File: src/rtl/seq_frame_config_mem.sv
// Frame configuration memory with double buffering.
// Frames are written into a shadow array. A Commit pulse copies the whole
// shadow array into the active array that drives ConfigBits. A readback
// request returns one active frame, realigned to its FrameData bit position.
module seq_frame_config_mem #(
    parameter int unsigned MaxFramesPerCol = 20,
    parameter int unsigned FrameBitsPerRow = 32,
    parameter int unsigned FrameBitsUsed   = 20,
    parameter int unsigned FrameBitOffset  = 12,
    localparam int unsigned NoConfigBits   = MaxFramesPerCol * FrameBitsUsed,
    localparam int unsigned AW = (MaxFramesPerCol > 1) ? $clog2(MaxFramesPerCol) : 1
) (
    input  logic                       CLK,
    input  logic                       reset,
    input  logic [FrameBitsPerRow-1:0] FrameData,
    input  logic [AW-1:0]              FrameAddr,
    input  logic                       FrameWrValid,
    output logic                       FrameWrReady,
    input  logic                       Commit,
    input  logic                       RbReq,
    input  logic [AW-1:0]              RbAddr,
    output logic                       RbValid,
    output logic [FrameBitsPerRow-1:0] RbData,
    output logic [NoConfigBits-1:0]    ConfigBits,
    output logic [NoConfigBits-1:0]    ConfigBits_N,
    output logic                       AddrErr
);

    // One extra bit so that a power-of-two frame count still fits.
    localparam logic [AW:0] LP_MAX = (AW+1)'(MaxFramesPerCol);

    typedef enum logic [1:0] {
        ST_IDLE,
        ST_COMMIT,
        ST_RB
    } state_t;

    state_t                     r_state;
    state_t                     w_state_next;

    logic [FrameBitsUsed-1:0]   r_shadow [MaxFramesPerCol];
    logic [FrameBitsUsed-1:0]   r_active [MaxFramesPerCol];

    logic [AW-1:0]              r_rb_addr;
    logic                       r_rb_in_range;
    logic                       r_rb_valid;
    logic [FrameBitsPerRow-1:0] r_rb_data;
    logic                       r_addr_err;

    logic                       w_wr_fire;
    logic                       w_wr_in_range;
    logic                       w_rb_in_range;
    logic                       w_commit_start;
    logic                       w_rb_start;
    logic [FrameBitsPerRow-1:0] w_rb_word;
    logic [NoConfigBits-1:0]    w_cfg;
    logic                       w_unused_data;

    assign w_wr_fire      = FrameWrValid & FrameWrReady;
    assign w_wr_in_range  = ({1'b0, FrameAddr} < LP_MAX);
    assign w_rb_in_range  = ({1'b0, RbAddr} < LP_MAX);
    // Commit has priority over a readback request in the same idle cycle.
    assign w_commit_start = (r_state == ST_IDLE) & Commit;
    assign w_rb_start     = (r_state == ST_IDLE) & ~Commit & RbReq;
    // FrameData bits outside the used field carry no configuration.
    assign w_unused_data  = ^FrameData;

    // State register.
    always_ff @(posedge CLK or posedge reset) begin
        if (reset) begin
            r_state <= ST_IDLE;
        end else begin
            r_state <= w_state_next;
        end
    end

    // Next-state logic; writes are only accepted while idle.
    always_comb begin
        w_state_next = r_state;
        FrameWrReady = 1'b0;
        case (r_state)
            ST_IDLE: begin
                FrameWrReady = 1'b1;
                if (Commit) begin
                    w_state_next = ST_COMMIT;
                end else if (RbReq) begin
                    w_state_next = ST_RB;
                end
            end
            ST_COMMIT: w_state_next = ST_IDLE;
            ST_RB:     w_state_next = ST_IDLE;
            default:   w_state_next = ST_IDLE;
        endcase
    end

    // Shadow array: accepted in-range writes load the used field of FrameData.
    always_ff @(posedge CLK or posedge reset) begin
        if (reset) begin
            for (int unsigned f = 0; f < MaxFramesPerCol; f++) begin
                r_shadow[f] <= '0;
            end
        end else if (w_wr_fire && w_wr_in_range) begin
            r_shadow[FrameAddr] <= FrameData[FrameBitOffset +: FrameBitsUsed];
        end
    end

    // Active array: whole shadow copied at the closing edge of the commit cycle.
    always_ff @(posedge CLK or posedge reset) begin
        if (reset) begin
            for (int unsigned f = 0; f < MaxFramesPerCol; f++) begin
                r_active[f] <= '0;
            end
        end else if (r_state == ST_COMMIT) begin
            for (int unsigned f = 0; f < MaxFramesPerCol; f++) begin
                r_active[f] <= r_shadow[f];
            end
        end
    end

    // Readback address capture when the request is taken.
    always_ff @(posedge CLK or posedge reset) begin
        if (reset) begin
            r_rb_addr     <= '0;
            r_rb_in_range <= 1'b0;
        end else if (w_rb_start) begin
            r_rb_addr     <= RbAddr;
            r_rb_in_range <= w_rb_in_range;
        end
    end

    // Realign the selected active frame into a FrameData-shaped word.
    always_comb begin
        w_rb_word = '0;
        if (r_rb_in_range) begin
            w_rb_word[FrameBitOffset +: FrameBitsUsed] = r_active[r_rb_addr];
        end
    end

    // Readback response: one-cycle valid pulse, data held until the next one.
    always_ff @(posedge CLK or posedge reset) begin
        if (reset) begin
            r_rb_valid <= 1'b0;
            r_rb_data  <= '0;
        end else if (r_state == ST_RB) begin
            r_rb_valid <= 1'b1;
            r_rb_data  <= w_rb_word;
        end else begin
            r_rb_valid <= 1'b0;
        end
    end

    // Sticky address error for out-of-range writes or readbacks.
    always_ff @(posedge CLK or posedge reset) begin
        if (reset) begin
            r_addr_err <= 1'b0;
        end else if ((w_wr_fire && !w_wr_in_range) || (w_rb_start && !w_rb_in_range)) begin
            r_addr_err <= 1'b1;
        end
    end

    // Flatten the active array into the configuration bus.
    always_comb begin
        w_cfg = '0;
        for (int unsigned f = 0; f < MaxFramesPerCol; f++) begin
            w_cfg[f*FrameBitsUsed +: FrameBitsUsed] = r_active[f];
        end
    end

    assign ConfigBits   = w_cfg;
    assign ConfigBits_N = ~w_cfg;
    assign RbValid      = r_rb_valid;
    assign RbData       = r_rb_data;
    assign AddrErr      = r_addr_err;

endmodule

File: config.mk
export PLATFORM = sky130hd
export DESIGN_NAME = seq_frame_config_mem
export DESIGN_NICKNAME = d
export VERILOG_FILES = /design/src/rtl/seq_frame_config_mem.sv
export SDC_FILE = /design/constraint.sdc
export NUM_CORES = 2
export LEC_CHECK = 0
export BUFFER_PORTS_ARGS = -buffer_cell sky130_fd_sc_hd__buf_2
export CORE_AREA = 2 2 347 349
export CTS_CLUSTER_DIAMETER = 100
export DETAILED_ROUTE_END_ITERATION = 8
export DIE_AREA = 0 0 349 351
export SYNTH_ARGS = -nofsm -noshare
export SYNTH_HDL_FRONTEND = slang
export SYNTH_SLANG_ARGS = --single-unit
File: constraint.sdc
create_clock -name CLK -period 49.3 [get_ports CLK]
set_input_delay 9.86 -clock CLK [delete_from_list [all_inputs] [get_ports CLK]]
set_output_delay 9.86 -clock CLK [all_outputs]
set_load 0.02 [all_outputs]
==> reports/summary.txt <==
status: finished clean
internal power of the cells: 1.56 mW
unrepaired setup endpoints after global routing: no
Primary FF master, synth: sky130_fd_sc_hd__dfrtp_1
number of standard cells after synthesis: 2534
peak supply drop: 0.0000330 V
pin count of the biggest net entering global routing: 160
Switching Fraction: 37.2%
EDFF count, synth: 0
Final Routed Wirelength: 121000 um
share of async-settable or async-resettable flops after synthesis: 100%
leakage power of the design: 22.3 nW
Max Transition Viols Final: 0
family of cells with the greatest summed delay on the critical path: buffers and inverters
number of antenna-violating nets in the routed design: 0
synthesized area: 0.0356 sq mm
post-route DRC violation count: 0
routed len/inst: 24.4 um
Detailed Place HPWL: 83800 um
Iteration-0 DRC Markers: 1436
root cell of the clock tree: sky130_fd_sc_hd__clkbuf_16
Final Power: 2.48 mW
effective utilization at floorplan: 29.9%
share of power burned in the clock network: 28.8%
number of gates resized after cts: 0
part of the total power dissipated in combinational logic: 31.1%
CORE AREA: 0.119 sq mm
Die Span Y: 351 um
post-route clock skew: 28.2 ps
number of filler cells placed in the layout: 11524
net switching power of the design: 0.923 mW
register area share after synthesis: 58.3%
count of different cell masters after synthesis: 34
DR vias: 23480
delay contributed by the slowest stage of the critical path: 840 ps
I/O Buffers: 857
crit path kind: in -> async
crit path max fanout: 159
initial antenna violation count: 18
Multi-input gate area: 0.0126 sq mm
TritonCTS clock tree: yes
total I/O pin count: 882
buffering stage count on the worst path with inverters included: 6
number of setup buffers added after CTS: 0
Hold Buf Count CTS: 0
clock tree sinks: 830
sum of negative setup slack: 0 ps
Arr. time, crit path: 13880 ps
GPL Wtd Cong: 0.813
crit-path cells: buf_2 -> inv_8 -> buf_4 -> buf_4 -> buf_4 -> buf_12
Pre-Repair DR Iteration Count: 5
ratio of final minimum period to clock period: 26.8%
tightest slew margin relative to the limit: 24.0%
wire length of the first global-routing pass: 169000 um
clock latency of the later-clocked register in the worst-skew pair: 680 ps
number of max-cap violations: 0
fraction of final layout cells with drive strength greater than 1: 55.4%
flop and latch count out of synthesis: 830
average cell area after synthesis: 14.1 sq um
critical path launch point type: primary input
synth warn: 0
vias per std cell: 4.72
die footprint: 0.122 sq mm
peak clock frequency supported by timing: 75.7 MHz
Least-Margin Pin Slew: 1140 ps
CP required: 49980 ps
Clk pin slew, worst setup/hold paths: 60 ps
endpoint kind of the worst setup timing path: asynchronous set/reset pin
global route overflow: 0
critical-path cell with the highest stage delay: sky130_fd_sc_hd__buf_4
clock buffer depth: 3
final critical-path required period: 13200 ps
number of hold-slack violations in the final timing report: 0
area grow syn2layout: 25.1%
fin nets: 3392
floorplan die width: 349 um
cell type with the highest occurrence count on the critical path: sky130_fd_sc_hd__buf_4
Cell Rows: 127
clock buffers created by TritonCTS: 91
FF+latch area: 0.0208 sq mm
number of levels in the clock H-tree: 3
Setup Viol. Count Final: 0
power density over the cells: 55.7 mW/mm^2
GRT Total Usage: 19.3%
worst min path class: reg -> reg
vias in the first global route: 23022
Seq pwr share: 40.1%
worst paths after layout:
path / from / endpoint / slack [ps] / depth (start not counted)
max: reset / ConfigBits[382] / 36100 / 6
min: r_shadow[292] / ConfigBits[112] / 480 / 1
max reg2reg: r_state[1] / ConfigBits[338] / 44760 / 5
min reg2reg: r_shadow[292] / ConfigBits[112] / 480 / 1
max in group CLK: r_state[0] / FrameWrReady / 37590 / 2
min in group asynchronous: reset / r_shadow[170] / 9310 / 2
metal layers:
layer  GRT usage [%]  wire (um)  share of wire [%]  vias to the layer above
met5               0         27              0.022                        -
met4            5.08       2560                2.1                        4
met3            4.18       7770                6.4                      125
met2            31.4      57500                 47                      781
met1            26.1      53500                 44                    12379
li1                -          -                  -                    10191
worst reg2reg max path, cell delays in order (launching register included):
cell and delay, ps:
sky130_fd_sc_hd__dfrtp_1 450, sky130_fd_sc_hd__nand2b_4 770, sky130_fd_sc_hd__buf_4 930, sky130_fd_sc_hd__buf_4 900, sky130_fd_sc_hd__buf_4 920, sky130_fd_sc_hd__mux2_2 460
flip-flops by register name, summed over array words and instances (netlist names):
register / flops
RbValid: 1
RbData: 20
r_shadow: 400
r_rb_addr: 5
ConfigBits: 400
r_state: 2
r_rb_in_range: 1
AddrErr: 1
metrics by stage:
step                      worst slack, ps  hold slack, ps  cells  util (%)  instance area (sq um)
after CTS                           35970             477   4967      37.4                  44600
after floorplan                     16120             452   2545         -                  35700
after global placement              35270             459   4800      34.8                  41400
final                               36100             477   4973      37.4                  44600
after global routing                35460             485   4968      37.4                  44600
after detailed placement            35220             464   4800      34.8                  41400
synthesized netlist by cell type, types with 6 or more instances:
| master | count | area share (%) |
|---|---|---|
| sky130_fd_sc_hd__dfrtp_1 | 830 | 58 |
| sky130_fd_sc_hd__mux2_2 | 764 | 24 |
| sky130_fd_sc_hd__inv_1 | 402 | 4.2 |
| sky130_fd_sc_hd__mux2i_1 | 100 | 2.8 |
| sky130_fd_sc_hd__buf_2 | 99 | 1.4 |
| sky130_fd_sc_hd__a22oi_1 | 60 | 1.3 |
| sky130_fd_sc_hd__mux4_2 | 60 | 3.8 |
| sky130_fd_sc_hd__clkbuf_1 | 57 | 0.60 |
| sky130_fd_sc_hd__mux2_1 | 41 | 1.3 |
| sky130_fd_sc_hd__nand3_1 | 22 | 0.31 |
| sky130_fd_sc_hd__buf_4 | 21 | 0.44 |
| sky130_fd_sc_hd__o211ai_1 | 21 | 0.44 |
| sky130_fd_sc_hd__nor2_1 | 11 | 0.12 |
| sky130_fd_sc_hd__nand2_1 | 10 | 0.11 |
| sky130_fd_sc_hd__nor2b_1 | 6 | 0.11 |
power by group through the flow:
stage                     combinational, mW  clock, mW  sequential (mW)
after floorplan                       0.406          0             1.05
after global placement                0.773          0             1.00
after detailed placement              0.780          0             1.01
after CTS                             0.782      0.732            0.998
after global routing                  0.826      0.758             1.02
final                                 0.772      0.714            0.996
layout by cell type, fill, tap and decap left out, types with 7 or more instances in the layout:
cell                        instances
sky130_fd_sc_hd__a22oi_1           60
sky130_fd_sc_hd__buf_2            857
sky130_fd_sc_hd__buf_4             30
sky130_fd_sc_hd__bufinv_16          7
sky130_fd_sc_hd__clkbuf_1          20
sky130_fd_sc_hd__clkbuf_16         94
sky130_fd_sc_hd__clkbuf_8          21
sky130_fd_sc_hd__clkinv_2          12
sky130_fd_sc_hd__conb_1            12
sky130_fd_sc_hd__dfrtp_1          827
sky130_fd_sc_hd__inv_1            401
sky130_fd_sc_hd__mux2_1            41
sky130_fd_sc_hd__mux2_2           764
sky130_fd_sc_hd__mux2i_1          100
sky130_fd_sc_hd__mux4_2            60
sky130_fd_sc_hd__nand2_2            9
sky130_fd_sc_hd__nand3_1           20
sky130_fd_sc_hd__o211ai_1          21
layout make-up:
cell class / instances / area share, %
tap: 1548 / 4.35
multi-input combinational: 1131 / 28.2
timing repair buffer: 889 / 10.2
clock inverter: 32 / 1.02
inverter: 402 / 3.40
clock buffer: 135 / 6.10
antenna: 6 / 0.0337
sequential: 830 / 46.6
logic make-up (layout without fill, tap and decap cells):
kind of cell	after synthesis	count (layout)	share of synthesized area, %
muxes	965	965	32.0
DFF	830	830	58.3
buffers and inverters	584	1458	6.80
AOI/OAI and AO/OA	83	83	1.75
and+or+nand+nor	71	71	1.11
other	1	18	0.0105
Note: power is estimated with default switching activity, not from simulation.
